==> src/rtl/if_prefetch_stage.sv <==
// if_prefetch_stage
//
// Purpose: instruction-fetch stage with a small prefetch queue. The stage owns the PC and
// issues word reads to a synchronous instruction memory with 1-cycle read latency. Each
// returned word is buffered as a {PC+4, instruction} pair. The stage hands pairs to the
// IF/ID register over a valid/ready handshake. Branch redirects from MEM flush the queue
// and drop any in-flight response.
//
// Parameters:
//   AW        - PC/address width (32).
//   RESET_PC  - PC loaded on reset.
//   DEPTH     - prefetch queue entries; must be a power of two and at least 2.
//
// Ports:
//   clock            in   rising-edge clock
//   reset_n          in   synchronous active-low reset
//   pcsrc            in   branch taken; redirect fetch to pc_branch
//   pc_branch        in   redirect target (bits [1:0] ignored)
//   imem_req         out  instruction memory read request this cycle
//   imem_addr        out  word address of the request
//   imem_rdata       in   instruction, valid the cycle after a request
//   out_valid        out  queue head valid
//   out_ready        in   IF/ID accepts the head this cycle
//   pc_plus_four_out out  PC+4 of the head instruction
//   instruction_out  out  head instruction
//
// Optional feature (macro FETCH_STATS_EN):
//   fetch_count      out  number of pops (wraps)
//   flush_count      out  number of redirects that discarded work (wraps)

module if_prefetch_stage #(
    parameter int unsigned   AW       = 32,
    parameter logic [AW-1:0] RESET_PC = '0,
    parameter int unsigned   DEPTH    = 4
) (
    input  logic          clock,
    input  logic          reset_n,
    input  logic          pcsrc,
    input  logic [AW-1:0] pc_branch,
    output logic          imem_req,
    output logic [AW-1:0] imem_addr,
    input  logic [31:0]   imem_rdata,
    output logic          out_valid,
    input  logic          out_ready,
    output logic [AW-1:0] pc_plus_four_out,
`ifdef FETCH_STATS_EN
    output logic [31:0]   instruction_out,
    output logic [31:0]   fetch_count,
    output logic [31:0]   flush_count
`else
    output logic [31:0]   instruction_out
`endif
);

    localparam int unsigned PtrW = $clog2(DEPTH);
    localparam int unsigned CntW = PtrW + 1;

    // Architectural state
    logic [AW-1:0]   pc_q, pc_d;
    logic            rsp_pending_q, rsp_pending_d;
    logic [AW-1:0]   rsp_pc_q, rsp_pc_d;
    logic [PtrW-1:0] rd_ptr_q, rd_ptr_d;
    logic [PtrW-1:0] wr_ptr_q, wr_ptr_d;
    logic [CntW-1:0] count_q, count_d;
    logic [AW-1:0]   last_pc4_q, last_pc4_d;
    logic [31:0]     last_instr_q, last_instr_d;

    // Queue storage (not reset; validity tracked by count_q)
    logic [AW-1:0]   mem_pc4_q   [DEPTH];
    logic [31:0]     mem_instr_q [DEPTH];

    logic            issue;
    logic            push;
    logic            pop;
    logic            head_valid;
    logic [CntW:0]   inflight;
    logic            credit_ok;

    always_comb begin
        // Queue slots already claimed, including the response still on its way back.
        inflight   = {1'b0, count_q} + {{CntW{1'b0}}, rsp_pending_q};
        credit_ok  = inflight < (CntW + 1)'(DEPTH);
        issue      = reset_n && !pcsrc && credit_ok;
        push       = reset_n && rsp_pending_q && !pcsrc;
        head_valid = count_q != '0;
        pop        = reset_n && head_valid && !pcsrc && out_ready;
    end

    // Next-state logic
    always_comb begin
        pc_d          = pc_q;
        rsp_pending_d = issue;
        rsp_pc_d      = rsp_pc_q;
        rd_ptr_d      = rd_ptr_q;
        wr_ptr_d      = wr_ptr_q;
        count_d       = count_q;
        last_pc4_d    = last_pc4_q;
        last_instr_d  = last_instr_q;

        if (pop) begin
            last_pc4_d   = mem_pc4_q[rd_ptr_q];
            last_instr_d = mem_instr_q[rd_ptr_q];
        end

        if (pcsrc) begin
            // Redirect: flush everything, force word alignment of the target.
            pc_d     = pc_branch & ~AW'(3);
            rd_ptr_d = '0;
            wr_ptr_d = '0;
            count_d  = '0;
        end else begin
            if (issue) begin
                pc_d     = pc_q + AW'(4);
                rsp_pc_d = pc_q;
            end
            // Pointers wrap naturally because DEPTH is a power of two.
            rd_ptr_d = rd_ptr_q + PtrW'(pop);
            wr_ptr_d = wr_ptr_q + PtrW'(push);
            count_d  = count_q + CntW'(push) - CntW'(pop);
        end
    end

    always_ff @(posedge clock) begin
        if (!reset_n) begin
            pc_q          <= RESET_PC;
            rsp_pending_q <= 1'b0;
            rsp_pc_q      <= '0;
            rd_ptr_q      <= '0;
            wr_ptr_q      <= '0;
            count_q       <= '0;
            last_pc4_q    <= '0;
            last_instr_q  <= '0;
        end else begin
            pc_q          <= pc_d;
            rsp_pending_q <= rsp_pending_d;
            rsp_pc_q      <= rsp_pc_d;
            rd_ptr_q      <= rd_ptr_d;
            wr_ptr_q      <= wr_ptr_d;
            count_q       <= count_d;
            last_pc4_q    <= last_pc4_d;
            last_instr_q  <= last_instr_d;
        end
    end

    always_ff @(posedge clock) begin
        if (push) begin
            mem_pc4_q[wr_ptr_q]   <= rsp_pc_q + AW'(4);
            mem_instr_q[wr_ptr_q] <= imem_rdata;
        end
    end

    // Outputs. Head data falls back to the last popped pair when the queue is empty,
    // and everything reads as idle while reset is asserted.
    always_comb begin
        imem_req         = issue;
        imem_addr        = reset_n ? pc_q : RESET_PC;
        out_valid        = reset_n && head_valid && !pcsrc;
        pc_plus_four_out = '0;
        instruction_out  = '0;
        if (reset_n) begin
            if (head_valid) begin
                pc_plus_four_out = mem_pc4_q[rd_ptr_q];
                instruction_out  = mem_instr_q[rd_ptr_q];
            end else begin
                pc_plus_four_out = last_pc4_q;
                instruction_out  = last_instr_q;
            end
        end
    end

`ifdef FETCH_STATS_EN
    logic [31:0] fetch_count_q, fetch_count_d;
    logic [31:0] flush_count_q, flush_count_d;

    always_comb begin
        fetch_count_d = fetch_count_q + 32'(pop);
        flush_count_d = flush_count_q;
        // Only count redirects that actually threw work away.
        if (pcsrc && (head_valid || rsp_pending_q)) begin
            flush_count_d = flush_count_q + 32'd1;
        end
    end

    always_ff @(posedge clock) begin
        if (!reset_n) begin
            fetch_count_q <= '0;
            flush_count_q <= '0;
        end else begin
            fetch_count_q <= fetch_count_d;
            flush_count_q <= flush_count_d;
        end
    end

    assign fetch_count = fetch_count_q;
    assign flush_count = flush_count_q;
`endif

`ifndef SYNTHESIS
    // The credit check must make this impossible.
    always_ff @(posedge clock) begin
        if (reset_n) begin
            assert (!(push && count_q == CntW'(DEPTH)))
                else $error("if_prefetch_stage: push into a full queue");
        end
    end
`endif

endmodule

==> config.mk <==
export PLATFORM = sky130hd
export DESIGN_NAME = if_prefetch_stage
export DESIGN_NICKNAME = d
export VERILOG_FILES = /design/src/rtl/if_prefetch_stage.sv
export SDC_FILE = /design/constraint.sdc
export NUM_CORES = 1
export LEC_CHECK = 0
export ABC_AREA = 1
export ABC_CLOCK_PERIOD_IN_PS = 15800
export BUFFER_PORTS_ARGS = -buffer_cell sky130_fd_sc_hd__buf_2
export CAP_MARGIN = 20
export CORE_ASPECT_RATIO = 0.8
export CORE_MARGIN = 4
export CORE_UTILIZATION = 45
export CTS_CLUSTER_SIZE = 20
export DETAILED_ROUTE_END_ITERATION = 7
export SYNTH_ARGS = -nofsm -noshare
export SYNTH_HDL_FRONTEND = slang
export SYNTH_SLANG_ARGS = --single-unit
==> constraint.sdc <==
create_clock -name clock -period 15.8 [get_ports clock]
set_input_delay 1.58 -clock clock [delete_from_list [all_inputs] [get_ports clock]]
set_output_delay 1.58 -clock clock [all_outputs]
set_load 0.02 [all_outputs]
# Word level (Yosys, flattened, before mapping)
# Memory sizes are Yosys's and may differ from the RTL's. A register that Yosys moved wholly into a read port is not among the register bits.
# Index checks and enable logic that the tools add are counted.
[totals]
out_inout_bits = 98
reg_bits = 136
wordCells = 44
input_bits = 68
n_memories = 2
ram_bits = 256
[classes]
reduce_logical = 12
muxes = 11
n_bitwise = 2
add_sub_neg = 7
magnitude_cmp = 1
[mem_list]
columns = ["memory", "depth", "width", "rd", "rd_clocked_by_memory_dff", "write_ports", "line", "rtl"]
rows = [
  ["mem_instr_q", 4, 32, 1, 1, 1, "70", "logic [31:0] mem_instr_q [DEPTH];"],
  ["mem_pc4_q", 4, 32, 1, 1, 1, "69", "logic [AW-1:0] mem_pc4_q [DEPTH];"],
]
[ops]
columns = ["cell", "n"]
rows = [
  ["32-bit 2-to-1 mux", 7],
  ["32-bit by 3-bit adder with 32-bit output, second input constant", 2],
  ["1-bit logical AND", 7],
  ["2-bit by 1-bit adder with 2-bit output", 2],
  ["3-bit by 1-bit adder with 4-bit output", 1],
  ["4-bit by 3-bit less-than comparator with 1-bit output, second input constant", 1],
  ["2-bit 2-to-1 mux", 2],
  ["3-bit by 1-bit adder with 3-bit output", 1],
  ["3-bit nonzero test", 1],
  ["3-bit by 1-bit subtractor with 3-bit output", 1],
  ["1-bit 2-to-1 mux", 2],
  ["1-bit inverter", 2],
  ["2-bit AND reduction", 1],
  ["2-bit nonzero test", 1],
  ["2-bit OR reduction", 1],
  ["1-bit zero test", 1],
]

# Longest topological paths before layout
[logic_depth]
ltp_word = 6
depth_mapped = 14
mapped_depth_nobuf = 13

# Worst setup path after synthesis
# OpenSTA, ideal clock, no wires.
[synth_timing]
path_kind = "input to register"
start = "input port reset_n"
end = "memory mem_instr_q[0][0] (enable)"
n_path_buf = 0
stages = 4
setup_ps = 559
arrival_time_ps = 6107
slack_ps = 9135
required_ps = 15241
cell_sequence = "inv_2 -> nor2_8 -> nand2_1 -> nor3_1"
[synth_between]
elab_chain_len = 4
[synth_rtl]
columns = ["item", "line", "rtl"]
rows = [
  ["start: declaration", "37", "input logic reset_n,"],
  ["1-bit logical AND (2 in series)", "84", "push = reset_n && rsp_pending_q && !pcsrc;"],
  ["1-bit 2-to-1 mux", "146", "if (push) begin"],
  ["1-bit 2-to-1 mux (implied by the code)", "148", "mem_instr_q[wr_ptr_q] <= imem_rdata;"],
  ["end: declaration", "70", ""],
]
# No other way between the ends.

# Worst setup path after layout
[layout_timing]
start = "input port reset_n"
end = "output port pc_plus_four_out[18]"
[layout_between]
elab_chain_len = 1
[layout_rtl]
columns = ["item", "line", "rtl"]
rows = [
  ["32-bit 2-to-1 mux", "160", "if (reset_n) begin"],
  ["end: declaration", "45", "output logic [AW-1:0] pc_plus_four_out,"],
]
# No other way between the ends.

==> flow_summary.json <==
{
  "ir_drop_v": 0.00006849,
  "period_needed_ns": 5.432,
  "yosys_warnings": 0,
  "num_antenna_cells": 0,
  "crit_path_max_fanout": 104,
  "power_density_mw_per_mm2": 111.2,
  "worstPathCellList": "buf_4, buf_4, buf_4, o21ai_0, a21oi_1, buf_2",
  "fin_skew_ns": 0.02126,
  "rows": 62,
  "start_util": 0.4581,
  "ys_seq_area_frac": 0.6094,
  "netlist_top_cells_count": "301 x nand2_1, 253 x nor2_1, 248 x edfxtp_1, 165 x o21ai_0, 147 x a21oi_1",
  "routed_via_density": 5.269,
  "synth_flop_cell": "edfxtp_1",
  "whs_path_depth": 2,
  "yosys-top-cells-area": "edfxtp_1 45%, dfxtp_1 16%, nand2_1 6.9%",
  "hpwlAfterDp_um": 24280,
  "hp-class": "register to register",
  "cp_data_required_time_ns": 14.22,
  "place.gp.congestion": 0.8860,
  "fin_ws_ns": 10.37,
  "outcome": "finished, final reports clean",
  "fillers": 3291,
  "crit_type": "input pin to output port",
  "fin_setup_tns_ns": 0,
  "min_from": "last_instr_q[4]",
  "avgSynthCellArea_um2": 9.450,
  "dp_cells": 2292,
  "die_area_mm2": 0.03979,
  "period_share": 0.3438,
  "whs_endpoint": "last_instr_q[4]",
  "drcViolationCount": 0,
  "core_area_mm2": 0.03599,
  "syn-cell-area_mm2": 0.01649,
  "cts_tree": "built",
  "yosys.cell_count.top_type": "nand2_1",
  "setup_violations": 0,
  "synth_edf_count": 248,
  "grt_pass1_wl_um": 64440,
  "cpPeakStageDelay_ns": 0.82,
  "port_buffers": 159,
  "vias": 12467,
  "cts_sinks": 378,
  "post_drt_wl_per_cell_um": 17.21,
  "crit_top_cell": "buf_4",
  "p_leak_nw": 7.504,
  "wl_um": 40730,
  "max_slew_margin": 0.3128,
  "syn_inst": 1745,
  "critical-path-top-delay-family": "buffers and inverters",
  "critPathSlowestCell": "buf_4",
  "rr_startpoint": "rd_ptr_q[0]",
  "tightest_slew_ns": 1.031,
  "fin_nets": 1930,
  "antenna_left": 0,
  "grt-ovfl-total": 0,
  "dieWidth_um": 222.0,
  "cts_buffers": 40,
  "ys_async_sr_fraction": 0,
  "endpoint_kind": "output port",
  "critPathLaunchType": "input pin",
  "cts_hold_buf": 0,
  "reg2reg_depth": 6,
  "grt_max_degree": 105,
  "fmax_mhz": 184.1,
  "clock_path_buffers": 3,
  "dp_slack_ns": 10.31,
  "layoutNonFillerInstCount": 2366,
  "critPathArrivalTime_ns": 3.85,
  "syn_to_final_growth_pct": 14.36,
  "first_pass_iters": 5,
  "drv_cap": 0,
  "antenna_found_initial": 0,
  "drive_gt1_frac": 0.1331,
  "synth-seq-cells": 378,
  "ioPinCount": 166,
  "grt_util_all_layers": 0.2006,
  "r2r-end": "last_pc4_q[12]",
  "path_buf_inv": 4,
  "cts_root_buf": "clkbuf_16",
  "clk_pin_slew_ns": 0.06,
  "grt_pass1_vias": 11941,
  "drtIter0Drc": 915,
  "hold_violations": 0,
  "cts_resized": 0,
  "die_h_um": 179.2,
  "clk_latency_ns": 0.54,
  "rsz0062_at_grt": "no",
  "synth_area_leader_cell": "edfxtp_1",
  "post-synth-top-area-fraction": 0.4516,
  "synth_cell_types": 38,
  "maxSlewViolCount": 0,
  "htree_levels": 2,
  "cts_setup_buffers": 0,
  "reg2reg_setup_slack_ns": 12.78
}
-- power breakdown --
| group | switching (mW) | internal (mW) | total (mW) | leakage (nW) |
|---|---|---|---|---|
| clock network | 0.377 | 0.543 | 0.920 | 0.619 |
| registers | 0.0158 | 1.07 | 1.08 | 3.31 |
| logic | 0.0653 | 0.0292 | 0.0945 | 3.58 |
| total | 0.458 | 1.64 | 2.10 | 7.50 |
-- through the flow --
stage	total power [mW]	cell area (um2)	hold WS, ns	utilization
after detailed placement	1.198	17560	0.4805	0.4878
after global routing	2.176	18860	0.5130	0.5239
after global placement	1.196	17560	0.4726	0.4878
after CTS	2.119	18860	0.4907	0.5239
after floorplan	1.160	16500	0.4447	-
final	2.097	18860	0.4928	0.5239
-- worst reg2reg max path, delay by kind of cell, from the launching register on --
family / cells / cell delay, ns
AO/OA/AOI/OAI: 2 / 0.46
AND/OR/NAND/NOR: 2 / 0.18
flip-flops: 1 / 0.82
buffers and inverters: 2 / 1.46
-- layer usage --
layer	global-route usage	routed length (um)
met1	0.2887	19570
met5	0	0
met4	0.05115	625
met3	0.03028	2016
met2	0.3222	18510
-- layout make-up --
cell class | count | area [um2] | share of cell area
clock buffers | 61 | 1162 | 0.06164
clock inverters | 13 | 137.6 | 0.007298
inverters | 125 | 473.0 | 0.02508
multi-input cells | 1136 | 5528 | 0.2931
flip-flops and latches | 378 | 10050 | 0.5331
well taps | 480 | 600.6 | 0.03185
repair buffers | 173 | 903.4 | 0.04790
-- sequential cells by signal, summed over array words and instances, names as in the netlist --
register / cells
count_q: 3
last_instr_q: 32
last_pc4_q: 30
mem_instr_q: 128
mem_pc4_q: 120
pc_q: 30
rd_ptr_q: 2
rsp_pc_q: 30
rsp_pending_q: 1
wr_ptr_q: 2
-- kinds of logic (layout without fill, tap and decap cells) --
| group | count (synthesis) | after routing | synth area share |
|---|---|---|---|
| AOI/OAI and AO/OA | 434 | 434 | 0.1461 |
| xor gates and xnor gates | 40 | 40 | 0.02124 |
| adders and majority gates | 8 | 8 | 0.006525 |
| buffers and inverters | 234 | 372 | 0.05766 |
| DFF | 378 | 378 | 0.6094 |
| other | 1 | 4 | 0.0002274 |
| and+or+nand+nor | 650 | 650 | 0.1588 |
-- cell usage in the layout, fill, tap and decap left out, drive strengths merged, types with 10 or more instances in the layout --
cell type  synthesis  layout
edfxtp           248     248
o22ai             27      27
inv              123     124
o21ai            213     213
dfxtp            130     130
buf               39     173
nor3              19      19
a21oi            147     147
nand3             57      57
xor2              32      32
nor2             258     258
clkbuf            70      61
a32o              35      35
nand2            302     302
nand4             10      10
-- worst max path at each step --
stage	from	to	slack, ns	depth (start not counted)
after global placement	reset_n	pc_plus_four_out[8]	10.38	6
after CTS	reset_n	pc_plus_four_out[30]	10.31	6
after detailed placement	reset_n	pc_plus_four_out[30]	10.31	6
after floorplan	reset_n	mem_instr_q[0][0]	9.13	4
after global routing	reset_n	pc_plus_four_out[2]	10.11	6
final	reset_n	pc_plus_four_out[18]	10.37	6
(Power assumes the default switching activity.)
